[src/rtl/mealy_seq_pkg.sv]
// Shared types and constants for the Mealy serial pattern detector.
// Holds the FSM state encoding and the pattern-length legality rule.
package mealy_seq_pkg;

    typedef enum logic {
        IDLE = 1'b0,
        RUN  = 1'b1
    } state_e;

    localparam int unsigned MAX_LEN_LIMIT = 16;
    localparam int unsigned MIN_LEN       = 2;

    // A pattern length is usable only if it fits the history of this instance.
    function automatic logic len_valid(input int unsigned len, input int unsigned max_len);
        return (len >= MIN_LEN) && (len <= max_len) && (max_len <= MAX_LEN_LIMIT);
    endfunction

endpackage

[src/rtl/sat_counter.sv]
// Up-counter that sticks at all-ones instead of wrapping.
// Synchronous clear takes priority over increment.
module sat_counter #(
    parameter int unsigned WIDTH = 8
) (
    input  logic             clk,
    input  logic             reset,
    input  logic             clr,
    input  logic             inc,
    output logic [WIDTH-1:0] cnt
);

    logic [WIDTH-1:0] cnt_q;

    always_ff @(posedge clk) begin
        if (reset) begin
            cnt_q <= '0;
        end else if (clr) begin
            cnt_q <= '0;
        end else if (inc && (cnt_q != {WIDTH{1'b1}})) begin
            cnt_q <= cnt_q + WIDTH'(1);
        end
    end

    assign cnt = cnt_q;

endmodule

[src/rtl/mealy_seq_detect.sv]
// Loadable serial pattern detector with a zero-latency Mealy match output,
// selectable overlapping/non-overlapping matching and a saturating match count.
module mealy_seq_detect
    import mealy_seq_pkg::*;
#(
    parameter int unsigned MAX_LEN = 8,
    parameter int unsigned CNT_W   = 8
) (
    input  logic                         clk,
    input  logic                         reset,
    input  logic                         din,
    input  logic                         din_valid,
    input  logic                         load,
    input  logic [MAX_LEN-1:0]           pat,
    input  logic [$clog2(MAX_LEN+1)-1:0] pat_len,
    input  logic                         overlap,
    output logic                         y,
    output logic [CNT_W-1:0]             match_cnt,
    output logic                         cfg_err,
    output logic                         armed
);

    localparam int unsigned LEN_W = $clog2(MAX_LEN + 1);

    state_e             state_q, state_d;
    logic [MAX_LEN-1:0] hist_q, hist_d;
    logic [MAX_LEN-1:0] pat_q, pat_d;
    logic [LEN_W-1:0]   len_q, len_d;
    logic [LEN_W-1:0]   hcnt_q, hcnt_d;
    logic               ovl_q, ovl_d;
    logic               cfg_err_q, cfg_err_d;

    logic [MAX_LEN-1:0] mask;
    logic [MAX_LEN-1:0] window;
    logic               load_ok;
    logic               beat;
    logic               enough;
    logic               pat_eq;
    logic               unused_hist_msb;

    assign load_ok = load && len_valid(32'(pat_len), MAX_LEN);

    // Oldest history bit only matters for a full-width shift; it never reaches the compare.
    assign unused_hist_msb = hist_q[MAX_LEN-1];
    assign window          = {hist_q[MAX_LEN-2:0], din};

    always_comb begin
        mask = '0;
        for (int i = 0; i < int'(MAX_LEN); i++) begin
            mask[i] = (i < int'(len_q));
        end
    end

    // len_q >= MIN_LEN whenever state is RUN, so the subtraction cannot underflow there.
    assign enough = (hcnt_q >= (len_q - LEN_W'(1)));
    assign pat_eq = (((window ^ pat_q) & mask) == '0);
    assign beat   = din_valid && !load && !reset && (state_q == RUN);
    assign y      = beat && enough && pat_eq;

    always_comb begin
        state_d   = state_q;
        hist_d    = hist_q;
        pat_d     = pat_q;
        len_d     = len_q;
        hcnt_d    = hcnt_q;
        ovl_d     = ovl_q;
        cfg_err_d = 1'b0;

        if (load) begin
            if (load_ok) begin
                state_d = RUN;
                pat_d   = pat;
                len_d   = pat_len;
                ovl_d   = overlap;
                hist_d  = '0;
                hcnt_d  = '0;
            end else begin
                cfg_err_d = 1'b1;
            end
        end else if (beat) begin
            hist_d = window;
            if (y && !ovl_q) begin
                hcnt_d = '0;
            end else if (hcnt_q != LEN_W'(MAX_LEN)) begin
                hcnt_d = hcnt_q + LEN_W'(1);
            end
        end
    end

    always_ff @(posedge clk) begin
        if (reset) begin
            state_q   <= IDLE;
            hist_q    <= '0;
            pat_q     <= '0;
            len_q     <= '0;
            hcnt_q    <= '0;
            ovl_q     <= 1'b0;
            cfg_err_q <= 1'b0;
        end else begin
            state_q   <= state_d;
            hist_q    <= hist_d;
            pat_q     <= pat_d;
            len_q     <= len_d;
            hcnt_q    <= hcnt_d;
            ovl_q     <= ovl_d;
            cfg_err_q <= cfg_err_d;
        end
    end

    sat_counter #(
        .WIDTH (CNT_W)
    ) u_match_cnt (
        .clk   (clk),
        .reset (reset),
        .clr   (load_ok),
        .inc   (y),
        .cnt   (match_cnt)
    );

    assign cfg_err = cfg_err_q;
    assign armed   = (state_q == RUN);

endmodule

[config.mk]
export PLATFORM = sky130hd
export DESIGN_NAME = mealy_seq_detect
export DESIGN_NICKNAME = d
export VERILOG_FILES = /design/src/rtl/mealy_seq_pkg.sv /design/src/rtl/sat_counter.sv /design/src/rtl/mealy_seq_detect.sv
export SDC_FILE = /design/constraint.sdc
export NUM_CORES = 1
export LEC_CHECK = 0
export CAP_MARGIN = 20
export CELL_PAD_IN_SITES_DETAIL_PLACEMENT = 1
export CELL_PAD_IN_SITES_GLOBAL_PLACEMENT = 1
export CORE_ASPECT_RATIO = 1.1
export CORE_UTILIZATION = 37
export DETAILED_ROUTE_END_ITERATION = 10
export PLACE_DENSITY_LB_ADDON = 0.12
export SYNTH_ARGS = -nofsm -noshare
export SYNTH_HDL_FRONTEND = slang
export SYNTH_HIERARCHICAL = 1
export SYNTH_SLANG_ARGS = --single-unit
[constraint.sdc]
create_clock -name clk -period 2.3 [get_ports clk]
set_input_delay 0.345 -clock clk [delete_from_list [all_inputs] [get_ports clk]]
set_output_delay 0.345 -clock clk [all_outputs]
set_load 0.05 [all_outputs]
==> results.ini <==
[die]
io_pins=29
dieArea_um2=5330
fp.dieW_um=69.7
floorplan.initialDensity=0.393
num_rows=26
core_area_um2=4750
die_y_um=76.4

[placed_design]
portBuffers=28
pre_cts_ws_ps=-394
gp_congestion=0.753
place_inst=302
post-dp-hpwl_um=3900

[power_and_ir_drop]
peakVddDrop_uv=409
p_per_area_nw_per_um2=550
p_leak_uw=0.00106

[timing]
totalNegativeSetupSlack_ps=-1610
worst_pin_slew_ps=529
min_period_ps=2620
rsz0062_at_grt=yes
hold_viol_final=0
final_min_period_over_clock_period=1.14
clock_skew_ps=6.13
setup_ws_ps=-316
report.final.setup_viol=10
slew_headroom=0.647
hold_slack_ps=492
finalMaxSlewViolations=0
max_freq_mhz=382

[cells_and_area]
final_nets=290
multiInputGateArea_um2=1280
area_growth_pct=50.3
nFillCells=538
stdcell_count=319
drive_above_1_share=0.308
fin_util=0.590
seqCellArea_um2=693
antenna_cells=0

[setup_path]
crit_required_ps=2480
worstSetupEndpointType=flop
worst-path-max-fanout=3
path_class=flop to flop
worst_setup_path_start_kind=flop
crit_arrival_ps=2800

[logic_synthesis]
netlist_instances=202
synth_edf_count=0
synthesis.area_um2=1860
yosysTopAreaCellShare=0.365
synth.avg_cell_area_um2=9.23
synth-main-ff-cell=dfxtp_1
synth-async-reset-ratio=0
synth_nets=230
synth-seq-cells=34
ys_warn_count=6
netlist_top_cells_count=dfxtp_1 (34), a21oi_1 (18), nor2_1 (18)
synth.distinct_cells=49
yosysMostFrequentCell=dfxtp_1
synth.yosys.seq_area_share=0.365
synth_area_leader_cell=dfxtp_1
yosys-top-cells-area=dfxtp_1 (37%), mux2i_1 (8.1%), ha_1 (6.7%)

[global_route]
first_global_vias=1978
track_usage=0.224
antenna_found_initial=0
grt-ovfl-total=0
grt_pass1_wl_um=9430
grt_max_degree=30

[outcome]
violations=negative setup slack
status=finished, violations left

[drt]
ant_nets=0
drt-total-wl_um=5970
drt-initial-drc-count=46
drc=0
vias=1760
drtPass1Iterations=6
wl_per_cell_um=18.7
via_per_inst=5.52

[clock_network]
cts-hold-fix-buffers=0
cts_num_sinks=34
cts_tree=built
clk_latency_ps=290
cts_root_buf=clkbuf_8
clk_path_buf_depth=2
clk_pin_slew_ps=80
ctsHtreeMaxLevel=2
cts_made_buffers=5

[hold_path]
hold_class=flop to flop

[run]
drv_cap=0

routing by layer:
metal	GRT usage	up-vias	share of wire
met5	0	-	0
met4	0.0720	0	0.028
met3	0.0423	18	0.028
met2	0.450	41	0.56
met1	0.226	859	0.38
li1	-	842	-
critical path, stage by stage (launching register included):
cell       delay [ps]
dfxtp_4           360
buf_6             120
nor3_4            210
xnor2_2           150
ha_2              210
a2111o_1          140
o2111ai_2         130
nor4_4            290
buf_4             190
nand3_2            90
or4_1             430
and3_1            180
metrics by stage:
| step | power (µW) | cell area (µm²) |
|---|---|---|
| final | 1540 | 2800 |
| after global routing | 1590 | 2800 |
| after CTS | 1520 | 2680 |
| after detailed placement | 841 | 2420 |
| after global placement | 828 | 2420 |
| after floorplan | 742 | 1920 |
sequential cells by signal, indices dropped and copies added, names as in the netlist:
name,cells
armed,1
hcnt_q,4
pat_q,8
u_match_cnt/cnt,8
ovl_q,1
hist_q,7
len_q,4
cfg_err,1
timing repair:
item | CTS | global route
setup endpoints to repair | 8 | 13
hold endpoints to repair | 0 | 0
setup buffers | 6 | 3
resized for setup | 13 | 18
pin swaps | 6 | 3
cells in the final DEF, fill, tap and decap left out, types with 2 or more instances in the layout:
cell / count
dfxtp_1: 30
clkdlybuf4s50_1: 27
buf_4: 27
nor2_1: 18
a21oi_1: 16
nand2_1: 15
mux2i_1: 15
nand3_1: 8
inv_1: 7
xor2_1: 5
xnor2_1: 5
ha_1: 5
clkbuf_8: 5
ha_4: 4
buf_6: 4
a21oi_2: 3
nand2b_1: 3
a211oi_1: 3
o21ai_0: 3
dfxtp_4: 3
buf_12: 3
or3_1: 3
inv_2: 2
nor2b_1: 2
a22oi_1: 2
bufinv_16: 2
and3_1: 2
a21boi_4: 2
nand4_1: 2
worst paths after layout:
path / startpoint / endpoint / slack (ps) / cells after the start
hold reg to reg: hist_q[1] / hist_q[2] / 490 / 2
setup / recovery: len_q[1] / u_match_cnt/cnt[6] / -320 / 11
hold / removal: hist_q[1] / hist_q[2] / 490 / 2
setup reg to reg: len_q[1] / u_match_cnt/cnt[6] / -320 / 11
power by group:
part	switching [µW]	leakage, µW	internal (µW)
sequential	14.9	0.000278	602
combinational	126	0.000710	129
clock	234	0.0000683	434
total	375	0.00106	1170
layout make-up:
| cell class | instances | area share |
|---|---|---|
| Sequential cell | 34 | 0.247 |
| Clock buffer | 5 | 0.0246 |
| Timing Repair Buffer | 61 | 0.206 |
| Inverter | 10 | 0.0143 |
| Tap cell | 56 | 0.0250 |
| Clock inverter | 3 | 0.0246 |
| Multi-Input combinational cell | 150 | 0.458 |
kinds of logic (layout without fill, tap and decap cells):
group	Yosys count	count (layout)	synth area share
compound gates	43	43	0.172
flops	34	34	0.365
xor+xnor	12	12	0.0564
mux	15	15	0.0805
fa+ha+maj	10	10	0.0671
simple gates	70	70	0.211
buf+inv	18	79	0.0476
No activity file was read; power rests on OpenSTA's default activity.
